`config.mk`:
```
export PLATFORM = sky130hd
export DESIGN_NAME = conv_enc_213_tx
export DESIGN_NICKNAME = d
export VERILOG_FILES = /design/src/rtl/conv_enc_213_tx_pkg.sv /design/src/rtl/conv_enc_213_tx_fifo.sv /design/src/rtl/conv_enc_213_tx.sv
export SDC_FILE = /design/constraint.sdc
export NUM_CORES = 1
export LEC_CHECK = 0
export CAP_MARGIN = 25
export CORE_MARGIN = 2
export CORE_UTILIZATION = 46
export DETAILED_ROUTE_END_ITERATION = 8
export PLACE_DENSITY_LB_ADDON = 0.12
export REMOVE_ABC_BUFFERS = 1
export SLEW_MARGIN = 20
export SYNTH_ARGS = -nofsm -noshare
export SYNTH_HDL_FRONTEND = slang
export SYNTH_SLANG_ARGS = --single-unit
```
`constraint.sdc`:
```
create_clock -name clock -period 1.77 [get_ports clock]
set_input_delay 0.354 -clock clock [delete_from_list [all_inputs] [get_ports clock]]
set_output_delay 0.354 -clock clock [all_outputs]
set_load 0.02 [all_outputs]
```
`src/rtl/conv_enc_213_tx_pkg.sv`:
```
// rtl/conv_enc_213_tx_pkg.sv - shared constants, FSM states and encoder helper for conv_enc_213_tx
package conv_enc_213_tx_pkg;

    localparam int         SYM_W          = 2;
    localparam int         CNT_W          = 5;
    localparam int         DEF_FIFO_DEPTH = 4;
    localparam logic [2:0] DEF_G0         = 3'b111;
    localparam logic [2:0] DEF_G1         = 3'b101;
    localparam int         DEF_FILL_SYMS  = 15;
    localparam int         DEF_HOLD_FILL  = 3;
    localparam int         DEF_HOLD_TB    = 19;

    typedef enum logic [1:0] {
        ST_IDLE = 2'd0,
        ST_LOAD = 2'd1,
        ST_HOLD = 2'd2,
        ST_DONE = 2'd3
    } enc_state_t;

    // Register vector is {u, s1, s2}; each code bit is the parity of the taps.
    function automatic logic [SYM_W-1:0] conv_encode(
        input logic       u,
        input logic       s1,
        input logic       s2,
        input logic [2:0] g0,
        input logic [2:0] g1
    );
        logic [2:0] r;
        r = {u, s1, s2};
        return {^(r & g0), ^(r & g1)};
    endfunction

endpackage

```
`src/rtl/conv_enc_213_tx_fifo.sv`:
```
// rtl/conv_enc_213_tx_fifo.sv - info-bit FIFO, one data bit plus frame-last flag per entry
//
// Ports:
//   clock, reset          rising-edge clock, asynchronous active-low reset (flushes pointers)
//   push, push_bit,       write request with data bit and last flag (ignored when full)
//   push_last
//   pop                   read request (ignored when empty)
//   pop_bit, pop_last     head-of-queue entry
//   full, empty           occupancy flags
module conv_enc_213_tx_fifo #(
    parameter int DEPTH = 4
) (
    input  logic clock,
    input  logic reset,
    input  logic push,
    input  logic push_bit,
    input  logic push_last,
    input  logic pop,
    output logic pop_bit,
    output logic pop_last,
    output logic full,
    output logic empty
);

    localparam int AW = (DEPTH > 1) ? $clog2(DEPTH) : 1;

    logic [DEPTH-1:0] bit_mem;
    logic [DEPTH-1:0] last_mem;
    logic [AW:0]      wr_ptr;
    logic [AW:0]      rd_ptr;
    logic             do_push;
    logic             do_pop;

    assign do_push = push & ~full;
    assign do_pop  = pop & ~empty;

    // Pointers carry one extra wrap bit so full and empty are distinguishable.
    always_ff @(posedge clock or negedge reset) begin
        if (!reset) begin
            wr_ptr <= '0;
            rd_ptr <= '0;
        end else begin
            if (do_push) begin
                wr_ptr <= wr_ptr + 1'b1;
            end
            if (do_pop) begin
                rd_ptr <= rd_ptr + 1'b1;
            end
        end
    end

    always_ff @(posedge clock) begin
        if (do_push) begin
            bit_mem[wr_ptr[AW-1:0]]  <= push_bit;
            last_mem[wr_ptr[AW-1:0]] <= push_last;
        end
    end

    assign pop_bit  = bit_mem[rd_ptr[AW-1:0]];
    assign pop_last = last_mem[rd_ptr[AW-1:0]];
    assign empty    = (wr_ptr == rd_ptr);
    assign full     = (wr_ptr[AW] != rd_ptr[AW]) && (wr_ptr[AW-1:0] == rd_ptr[AW-1:0]);

endmodule

```
`src/rtl/conv_enc_213_tx.sv`:
```
// rtl/conv_enc_213_tx.sv - rate-1/2 K=3 convolutional encoder with symbol pacing for a Viterbi decoder
//
// Ports:
//   clock        rising-edge system clock
//   reset        asynchronous active-low reset
//   bit_in       information bit
//   bit_valid    bit_in / bit_last qualifier
//   bit_last     bit_in closes the current frame
//   bit_ready    buffer can accept a bit (low while in reset)
//   sym_out      coded symbol {c0, c1}
//   seq_ready    symbol stream active (LOAD and HOLD)
//   frame_done   one-clock pulse after the final tail symbol has been held
module conv_enc_213_tx
    import conv_enc_213_tx_pkg::*;
#(
    parameter int         FIFO_DEPTH = DEF_FIFO_DEPTH,
    parameter logic [2:0] G0         = DEF_G0,
    parameter logic [2:0] G1         = DEF_G1,
    parameter int         FILL_SYMS  = DEF_FILL_SYMS,
    parameter int         HOLD_FILL  = DEF_HOLD_FILL,
    parameter int         HOLD_TB    = DEF_HOLD_TB
) (
    input  logic             clock,
    input  logic             reset,
    input  logic             bit_in,
    input  logic             bit_valid,
    input  logic             bit_last,
    output logic             bit_ready,
    output logic [SYM_W-1:0] sym_out,
    output logic             seq_ready,
    output logic             frame_done
);

    enc_state_t       state_q;
    enc_state_t       state_d;
    logic [CNT_W-1:0] hold_q;
    logic [CNT_W-1:0] sym_cnt_q;
    logic [CNT_W-1:0] hold_val;
    logic [1:0]       tail_rem_q;
    logic             tail_end_q;
    logic             s1_q;
    logic             s2_q;
    logic [SYM_W-1:0] sym_q;
    logic             ready_en_q;

    logic             fifo_push;
    logic             fifo_pop;
    logic             fifo_bit;
    logic             fifo_last;
    logic             fifo_full;
    logic             fifo_empty;
    logic             tail_pending;
    logic             pending;
    logic             u;

    assign fifo_push = bit_valid & bit_ready;

    conv_enc_213_tx_fifo #(
        .DEPTH(FIFO_DEPTH)
    ) u_fifo (
        .clock    (clock),
        .reset    (reset),
        .push     (fifo_push),
        .push_bit (bit_in),
        .push_last(bit_last),
        .pop      (fifo_pop),
        .pop_bit  (fifo_bit),
        .pop_last (fifo_last),
        .full     (fifo_full),
        .empty    (fifo_empty)
    );

    // Tail loads take priority over queued bits: bits of the next frame wait in the FIFO.
    assign tail_pending = (tail_rem_q != 2'd0);
    assign pending      = tail_pending | ~fifo_empty;
    assign u            = tail_pending ? 1'b0 : fifo_bit;
    assign hold_val     = (sym_cnt_q < CNT_W'(FILL_SYMS)) ? CNT_W'(HOLD_FILL) : CNT_W'(HOLD_TB);

    always_comb begin
        state_d  = state_q;
        fifo_pop = 1'b0;
        unique case (state_q)
            ST_IDLE: begin
                if (!fifo_empty) begin
                    state_d = ST_LOAD;
                end
            end
            ST_LOAD: begin
                fifo_pop = ~tail_pending;
                state_d  = ST_HOLD;
            end
            ST_HOLD: begin
                // hold_q parks at 1 when starved, keeping the current symbol on sym_out.
                if (hold_q <= CNT_W'(1)) begin
                    if (tail_end_q) begin
                        state_d = ST_DONE;
                    end else if (pending) begin
                        state_d = ST_LOAD;
                    end
                end
            end
            ST_DONE: begin
                state_d = ST_IDLE;
            end
            default: begin
                state_d = ST_IDLE;
            end
        endcase
    end

    always_ff @(posedge clock or negedge reset) begin
        if (!reset) begin
            state_q    <= ST_IDLE;
            hold_q     <= '0;
            sym_cnt_q  <= '0;
            tail_rem_q <= 2'd0;
            tail_end_q <= 1'b0;
            s1_q       <= 1'b0;
            s2_q       <= 1'b0;
            sym_q      <= '0;
            ready_en_q <= 1'b0;
        end else begin
            state_q    <= state_d;
            ready_en_q <= 1'b1;
            unique case (state_q)
                ST_IDLE: begin
                    sym_cnt_q <= '0;
                end
                ST_LOAD: begin
                    sym_q <= conv_encode(u, s1_q, s2_q, G0, G1);
                    s1_q  <= u;
                    s2_q  <= s1_q;
                    // The LOAD clock is the first clock of the symbol period.
                    hold_q <= hold_val - 1'b1;
                    if (sym_cnt_q < CNT_W'(FILL_SYMS)) begin
                        sym_cnt_q <= sym_cnt_q + 1'b1;
                    end
                    if (tail_pending) begin
                        tail_rem_q <= tail_rem_q - 1'b1;
                        tail_end_q <= (tail_rem_q == 2'd1);
                    end else begin
                        tail_end_q <= 1'b0;
                        if (fifo_last) begin
                            tail_rem_q <= 2'd2;
                        end
                    end
                end
                ST_HOLD: begin
                    if (hold_q > CNT_W'(1)) begin
                        hold_q <= hold_q - 1'b1;
                    end
                end
                ST_DONE: begin
                    s1_q       <= 1'b0;
                    s2_q       <= 1'b0;
                    sym_cnt_q  <= '0;
                    tail_end_q <= 1'b0;
                end
                default: begin
                    sym_cnt_q <= '0;
                end
            endcase
        end
    end

    assign sym_out    = sym_q;
    assign seq_ready  = (state_q == ST_LOAD) || (state_q == ST_HOLD);
    assign frame_done = (state_q == ST_DONE);
    assign bit_ready  = ready_en_q & ~fifo_full;

endmodule
```
-- Word level (Yosys, flattened, before mapping)
Cells that the tools add are included.
- bits in registers: 34
- logic and storage cells: 87
- bits of input ports: 5
- reduce and logical (&&, ||, !) cells: 16
- $add $sub $neg: 6
- magnitude comparators: 6
- equal/unequal tests: 12
- muxes and demuxes: 26
- bitwise operators: 8
- operator list (kind ; number):
    5-bit one-hot mux with 2 select lines ; 2
    5-bit 2-to-1 mux ; 3
    2-bit 2-to-1 mux ; 6
    2-bit nonzero test ; 5
    5-bit by 1-bit subtractor with 5-bit output, second input constant ; 2
    4-bit bitwise mux ; 2
    2-bit inequality test, second input constant ; 4
    2-bit one-hot mux with 4 select lines ; 1
    3-bit by 1-bit adder with 3-bit output, second input constant ; 2
    2-bit by 3-bit < comparator with 1-bit output, second input constant ; 2
    1-bit 2-to-1 mux ; 6
    1-bit one-hot mux with 2 select lines ; 3
    2-bit AND reduction ; 3
    3-bit parity ; 2
    5-bit by 1-bit adder with 5-bit output, second input constant ; 1
    5-bit by 1-bit > comparator with 1-bit output, second input constant ; 1
    5-bit by 1-bit less-or-equal comparator with 1-bit output, second input constant ; 1
    5-bit by 4-bit < comparator with 1-bit output, second input constant ; 1
    1-bit bitwise AND ; 4
    1-bit binary-select mux with 2-bit select ; 2
    2-bit by 1-bit equality test with 1-bit output, second input constant ; 2
    2-bit equality test, second input constant ; 2
    3-bit equality test ; 1
    3-bit inequality test, second input constant ; 1
    other kinds (12) ; 15

-- Depth between registers and ports, before layout
Gate-level depths: netlist (run 1).
- word-level depth: 7
- depth in mapped cells: 7

-- Cells and area by module
Synthesis (run 1) repeated with hierarchy kept, for this count alone.
- cell total of the unflattened synthesis: 181
- area, all modules: 1969.4 sq um
- modules (own cells, without submodules) (module ; instances ; cells an instance ; area each (sq um)):
    conv_enc_213_tx ; 1 ; 120 ; 1196.1
    conv_enc_213_tx_fifo ; 1 ; 61 ; 773.2

-- Worst setup path after synthesis (run 1)
No wires, ideal clock.
- path type: reg2reg
- start point: register u_fifo.rd_ptr[0]
- end point: register sym_q[1] (netlist: sym_out[1])
- stages on the path, launching flop included: 5
- clock period less this slack: 1.665 ns
- library setup time: 0.125 ns
- slack: 0.105 ns
- arrival: 1.540 ns
- cells stage by stage: dfrtp_1 -> mux4_1 -> and2_4 -> xnor2_1 -> mux2_2
- cells in the longest elaborated chain, start to end: 4
- RTL lines (element ; line ; RTL):
    start, declared ; conv_enc_213_tx_fifo.sv:30 ; logic [AW:0] rd_ptr;
    start signal, assigned ; conv_enc_213_tx_fifo.sv:47 ; rd_ptr <= rd_ptr + 1'b1;
    1-bit binary-select mux with 2-bit select ; conv_enc_213_tx_fifo.sv:59 ; assign pop_bit = bit_mem[rd_ptr[AW-1:0]];
    1-bit 2-to-1 mux (implied by the code) ; conv_enc_213_tx_fifo.sv:59 ;
    1-bit 2-to-1 mux ; conv_enc_213_tx.sv:76 ; assign u = tail_pending ? 1'b0 : fifo_bit;
    3-bit parity ; conv_enc_213_tx_pkg.sv:30 ; return {^(r & g0), ^(r & g1)};
    end signal, assigned ; conv_enc_213_tx.sv:130 ; sym_q <= conv_encode(u, s1_q, s2_q, G0, G1);
    end, declared ; conv_enc_213_tx.sv:43 ; logic [SYM_W-1:0] sym_q;
Every way passes these cells. The select of a mux whose other input is x is not followed.
A chain may end at the register's enable or synchronous reset.

-- Worst setup path after layout (run 1)
- start point: register u_fifo.wr_ptr[1]
- end point: output bit_ready
- cells in the longest elaborated chain, start to end: 4
- RTL lines (element ; line ; RTL):
    start, declared ; conv_enc_213_tx_fifo.sv:29 ; logic [AW:0] wr_ptr;
    start signal, assigned ; conv_enc_213_tx_fifo.sv:44 ; wr_ptr <= wr_ptr + 1'b1;
    2-bit equality test ; conv_enc_213_tx_fifo.sv:62 ; assign full = (wr_ptr[AW] != rd_ptr[AW]) && (wr_ptr[AW-1:0] == rd_ptr[AW-1:0]);
    1-bit logical AND ; conv_enc_213_tx_fifo.sv:62 ;
    1-bit inverter ; conv_enc_213_tx.sv:169 ; assign bit_ready = ready_en_q & ~fifo_full;
    1-bit bitwise AND ; conv_enc_213_tx.sv:169 ;
    end, declared ; conv_enc_213_tx.sv:28 ; output logic bit_ready,
Every way passes these cells.

==> results_dict.tcl, run 1 <==
set metrics [dict create \
    fp.dieW_um 66.9 \
    routed_wl_mm 3.48 \
    yosysSeqAreaShare_pct 48.9 \
    ys_warn_count 0 \
    power_density_nw_per_um2 1880 \
    gp_congestion 0.714 \
    status "complete, no violations" \
    start_util_pct 48.7 \
    path_max_fanout 2 \
    drive_gt1_share_pct 24.5 \
    portBuffers 9 \
    core.rowCount 22 \
    wire_per_inst_um 14.5 \
    synth.distinct_cells 45 \
    p_leak_nw 1.03 \
    root_buffer "clkbuf_8" \
    cts.path.max_buffers 2 \
    grt_pass1_vias 1383 \
    grt_pass1_wl_mm 6.00 \
    synthFlopType "dfrtp_1" \
    finalHoldViolCount 0 \
    worstPathRequired_ns 1.42 \
    start_kind "register" \
    setup_violations 0 \
    fin_skew_ns 0.00322 \
    hp-class "input port to asynchronous set/reset pin" \
    die_h_um 66.9 \
    yosys.area.top_type "dfrtp_1" \
    endpoint_kind "primary output" \
    antenna_cells 0 \
    antenna_left 0 \
    layout_commonest_cell "dfrtp_1" \
    grt_max_degree 27 \
    endpoint "bit_ready" \
    ios 10 \
    seq_area_um2 891 \
    critPathLaunch "u_fifo.wr_ptr[1]" \
    remaining_drc_errors 0 \
    synth_area_leaders "dfrtp_1 36%, edfxtp_1 13%, ha_1 11%" \
    maxSlewViolCount 0 \
    overflow 0 \
    nNetsFinal 212 \
    reg2reg_to "sym_out[1]" \
    crit_arrival_ns 1.39 \
    drtPass1Iterations 4 \
    netlist_area_um2 1820 \
    multi_input_area_um2 893 \
    drt_iter0_markers 29 \
    synth_top_cell_area_share_pct 35.7 \
    rsz0062_at_grt "yes" \
    viasPerCell 5.48 \
    synth_edf_count 8 \
    tritoncts "done" \
    synth_seq_cells 34 \
    antenna_found_initial 0 \
    area_growth_pct 22.3 \
    rr_startpoint "u_fifo.rd_ptr[0]" \
    die-area_um2 4480 \
    vias 1316 \
    fill_cells 336 \
    fin_crit_sh_pct 98.4 \
    ir_worst_vdd_mv 1.34 \
    reg2reg_slack_ns 0.06 \
    placed_area_um2 2090 \
    postSynth.asyncResetShare_pct 76.5 \
    ff2ff_path_depth 5 \
    fin_area_um2 2230 \
    worstSkewPairLatency_ns 0.29 \
    htree_levels 2 \
    syn_inst 156 \
    coreArea_um2 3740 \
    cts.sinks 34 \
    syn_avg_cell_area_um2 11.7 \
    mostFrequentLayoutCells "26 x dfrtp_1, 21 x buf_4, 15 x ha_1, 13 x nor2_1, 10 x inv_1" \
    crit_type "register to primary output" \
    cts.clk_slew.worst_paths_ns 0.07 \
    drv_cap 0 \
    hpwl_mm 2.50 \
    final_util_pct 59.5 \
    final.min_clock_period_ns 1.74 \
    track_usage_pct 18.3 \
    cts_made_buffers 5 \
    fmax_mhz 574 \
]
[power by group]
group          switching, W  internal (W)  total [W]
sequential         0.000239       0.00108    0.00131
clock              0.000273      0.000313   0.000586
combinational       0.00114       0.00114    0.00228
[synth_stat cells (all sizes together) (3+ instances only)]
cell type / number
a21oi: 6
xnor2: 7
ha: 16
a21o: 3
edfxtp: 8
nor2: 13
xor2: 5
and3: 5
nand3: 4
nand2: 7
inv: 10
mux2: 4
dfrtp: 26
mux2i: 4
o21ai: 5
[routing by layer]
layer  wire [um]  part of all wire [%]  vias to the layer above  track usage (%)
met3         129                   3.7                        7             6.08
met2        1890                    54                       23             34.1
li1            -                     -                      627                -
met4          59                   1.7                        0             6.12
met1        1410                    40                      659             19.1
met5           0                     0                        -                0
[area by class of cell]
class                      count  share of cell area (%)
multi-input combinational    109                    40.1
inverter                      10                    1.69
timing repair buffer          31                    11.4
clock inverter                 1                   0.225
sequential                    34                    40.0
clock buffer                   7                    3.88
tap                           48                    2.70
[registers in the layout (all words and copies together) (netlist names), 2 cells and up]
| name | count |
|---|---|
| sym_cnt_q | 5 |
| u_fifo.bit_mem | 4 |
| u_fifo.rd_ptr | 3 |
| hold_q | 5 |
| sym_out | 2 |
| u_fifo.last_mem | 4 |
| u_fifo.wr_ptr | 3 |
| state_q | 2 |
| tail_rem_q | 2 |
[timing repair]
| item | in CTS | in global routing |
|---|---|---|
| hold buffers | 0 | 0 |
| pin swaps | 1 | 1 |
| gates resized for setup | 10 | 8 |
| endpoints found under the setup margin | 6 | 8 |
| setup buffers | 1 | 3 |
[per-stage QoR]
step | hold slack, ns | worst slack [ns] | setup TNS, ns | total power [W] | instances
5_1_grt | 0.455 | -0.0233 | -0.0233 | 0.00455 | 240
3_3_place_gp | 0.491 | -0.0405 | -0.0405 | 0.00336 | 228
2_1_floorplan | 0.0584 | 0.0295 | 0 | 0.00266 | 153
4_1_cts | 0.449 | 0.00203 | 0 | 0.00412 | 237
3_5_place_dp | 0.503 | -0.0512 | -0.0525 | 0.00348 | 228
6_report | 0.437 | 0.0291 | 0 | 0.00418 | 240
[cell families (layout without fill, tap and decap cells)]
| kind of cell | after synthesis | after routing | synth area share (%) |
|---|---|---|---|
| multiplexers | 10 | 10 | 7.55 |
| XOR/XNOR | 12 | 12 | 6.18 |
| adder cells (fa/ha/maj) | 16 | 16 | 11.0 |
| buffers and inverters | 13 | 49 | 3.09 |
| other | 1 | 1 | 0.206 |
| flip-flops | 34 | 34 | 48.9 |
| AND/OR/NAND/NOR | 39 | 39 | 10.8 |
| AO/OA/AOI/OAI | 31 | 31 | 12.3 |
[how the worst min path moves through the flow]
stage / to / startpoint / depth (start not counted) / slack (ns)
after global routing: sym_cnt_q[4] / reset / 2 / 0.46
after global placement: tail_rem_q[1] / tail_rem_q[1] / 2 / 0.49
final: hold_q[3] / reset / 2 / 0.44
after CTS: sym_cnt_q[0] / reset / 2 / 0.45
after detailed placement: sym_out[1] / sym_out[1] / 1 / 0.50
after floorplan: hold_q[0] / reset / 0 / 0.06
[worst max-delay path, stage by stage (launching register included)]
cell     delay, ns
dfrtp_1       0.41
xor2_2        0.19
o31a_2        0.35
buf_6         0.14
Power figures use the tool's default switching activity.
==> inputs of run 2 (changes only) <==
CAP_MARGIN = not set   (was 25)
CORE_ASPECT_RATIO = 2   (was not set)
==> run 2 against run 1 <==
Net effect: first-iteration DRC count down 52%; hold slack better by 0.0061 ns; routed wire length up 0.11%; sequential power about the same; register-to-register slack about the same; highest routed layer unchanged.
==> results_dict.tcl, run 2 (synthesized netlist as in run 1, its figures left out) <==
set metrics [dict create \
    status "complete, no violations" \
    dp_cells 230 \
    grt_pass1_vias 1362 \
    drtPass1Iterations 4 \
    antenna_found_initial 0 \
    portBuffers 9 \
    core.rowCount 32 \
    routed_wl_mm 3.48 \
    p_leak_nw 1.01 \
    placed_area_um2 2080 \
    fin_skew_ns 0.00841 \
    maxSlewViolCount 0 \
    timing.final.ws_setup_ns 0.0594 \
    die_h_um 93.0 \
    remaining_drc_errors 0 \
    reg_top3 "hold_q: 5 flops, sym_cnt_q: 5 flops" \
    setup_violations 0 \
    fp.dieW_um 48.5 \
    ir_worst_vdd_mv 1.13 \
    antenna_left 0 \
    worstSkewPairLatency_ns 0.28 \
    root_buffer "clkbuf_8" \
    hp-class "input port to asynchronous set/reset pin" \
    antenna_cells 0 \
    htree_levels 2 \
    die-area_um2 4510 \
    viasPerCell 5.27 \
    multi_input_area_um2 876 \
    finalHoldViolCount 0 \
    gp_congestion 0.747 \
    ios 10 \
    worstPathRequired_ns 1.94 \
    whs_ns 0.443 \
    crit_type "register to register" \
    drt_iter0_markers 14 \
    drive_gt1_share_pct 22.1 \
    dp_slack_ns -0.0525 \
    cts_hold_repair.buffers 0 \
    tritoncts "done" \
    wire_per_inst_um 14.5 \
    path_max_fanout 4 \
    hpwl_mm 2.62 \
    fin_crit_sh_pct 96.6 \
    final.min_clock_period_ns 1.71 \
    cts.clk_slew.worst_paths_ns 0.07 \
    stdcell_count 241 \
    cts_made_buffers 5 \
    endpoint_kind "register" \
    overflow 0 \
    grt_max_degree 27 \
    mostFrequentLayoutCells "26 x dfrtp_1, 19 x buf_4, 16 x ha_1, 13 x nor2_1, 10 x inv_1" \
    start_util_pct 47.4 \
    reg2reg_slack_ns 0.06 \
    vias 1271 \
    crit_arrival_ns 1.88 \
    fill_cells 351 \
    fmax_mhz 585 \
    seq_area_um2 891 \
    power_density_nw_per_um2 1850 \
    cts.path.max_buffers 2 \
    fin_area_um2 2190 \
    rsz0062_at_grt "no" \
    nNetsFinal 210 \
    track_usage_pct 17.7 \
    layout_commonest_cell "dfrtp_1" \
    start_kind "register" \
    drv_cap 0 \
    cts.sinks 34 \
    grt_pass1_wl_mm 6.02 \
    area_growth_pct 20.2 \
    coreArea_um2 3840 \
]
-- run 2: cell count changes in the layout (fill, tap and decap cells not counted), sizes merged --
cell / previous run / this run
clkinv: 1 / 2
clkbuf: 8 / 7
buf: 23 / 21
-- run 2: worst paths after layout --
check / from / to / cells past startpoint
max: u_fifo.rd_ptr[0] / tail_rem_q[0] / 4
min: reset / hold_q[2] / 2
max reg2reg: u_fifo.rd_ptr[0] / tail_rem_q[0] / 4
min reg2reg: sym_out[1] / sym_out[1] / 1
max in group asynchronous: reset / u_fifo.rd_ptr[1] / 2
min in group clock: sym_out[1] / sym_out[1] / 1
-- run 2: metal layers --
metal	vias to the layer above	wire length [um]	share of wire, %	track usage [%]
met3	6	83	2.4	3.51
met5	-	0	0	0
met4	0	65	1.9	7.86
met1	619	1230	35	17.0
met2	22	2110	61	35.2
li1	624	-	-	-
-- run 2: where the power goes --
part,internal (W),switching (W),leakage [nW]
clock,0.000272,0.000275,0.0450
combinational,0.00110,0.00111,0.569
sequential,0.00107,0.000226,0.401
-- run 2: cell type report --
cell class | count | area share (%)
Sequential cell | 34 | 40.7
Inverter | 10 | 1.71
Multi-Input combinational cell | 109 | 40.0
Timing Repair Buffer | 29 | 10.9
Clock buffer | 6 | 3.31
Clock inverter | 2 | 0.457
Tap cell | 51 | 2.91
-- run 2: repair_timing --
action / 4_1_cts / 5_1_grt
setup buffers: 0 / 3
gates resized for setup: 9 / 6
setup endpoints to repair: 5 / 8
pin swaps: 0 / 2
-- run 2: through the flow --
stage	total power [W]	utilization (%)	setup TNS, ns
floorplan	0.00266	-	0
global placement	0.00336	54.2	-0.0407
detailed placement	0.00348	54.2	-0.0527
CTS	0.00404	56.4	0
global route	0.00440	57.0	0
finish	0.00406	57.0	0
-- run 2: worst max-delay path, stage by stage, from the launching register on --
cell	delay, ns
dfrtp_1	0.39
buf_6	0.14
mux4_2	0.51
o21ai_2	0.20
mux2_2	0.36
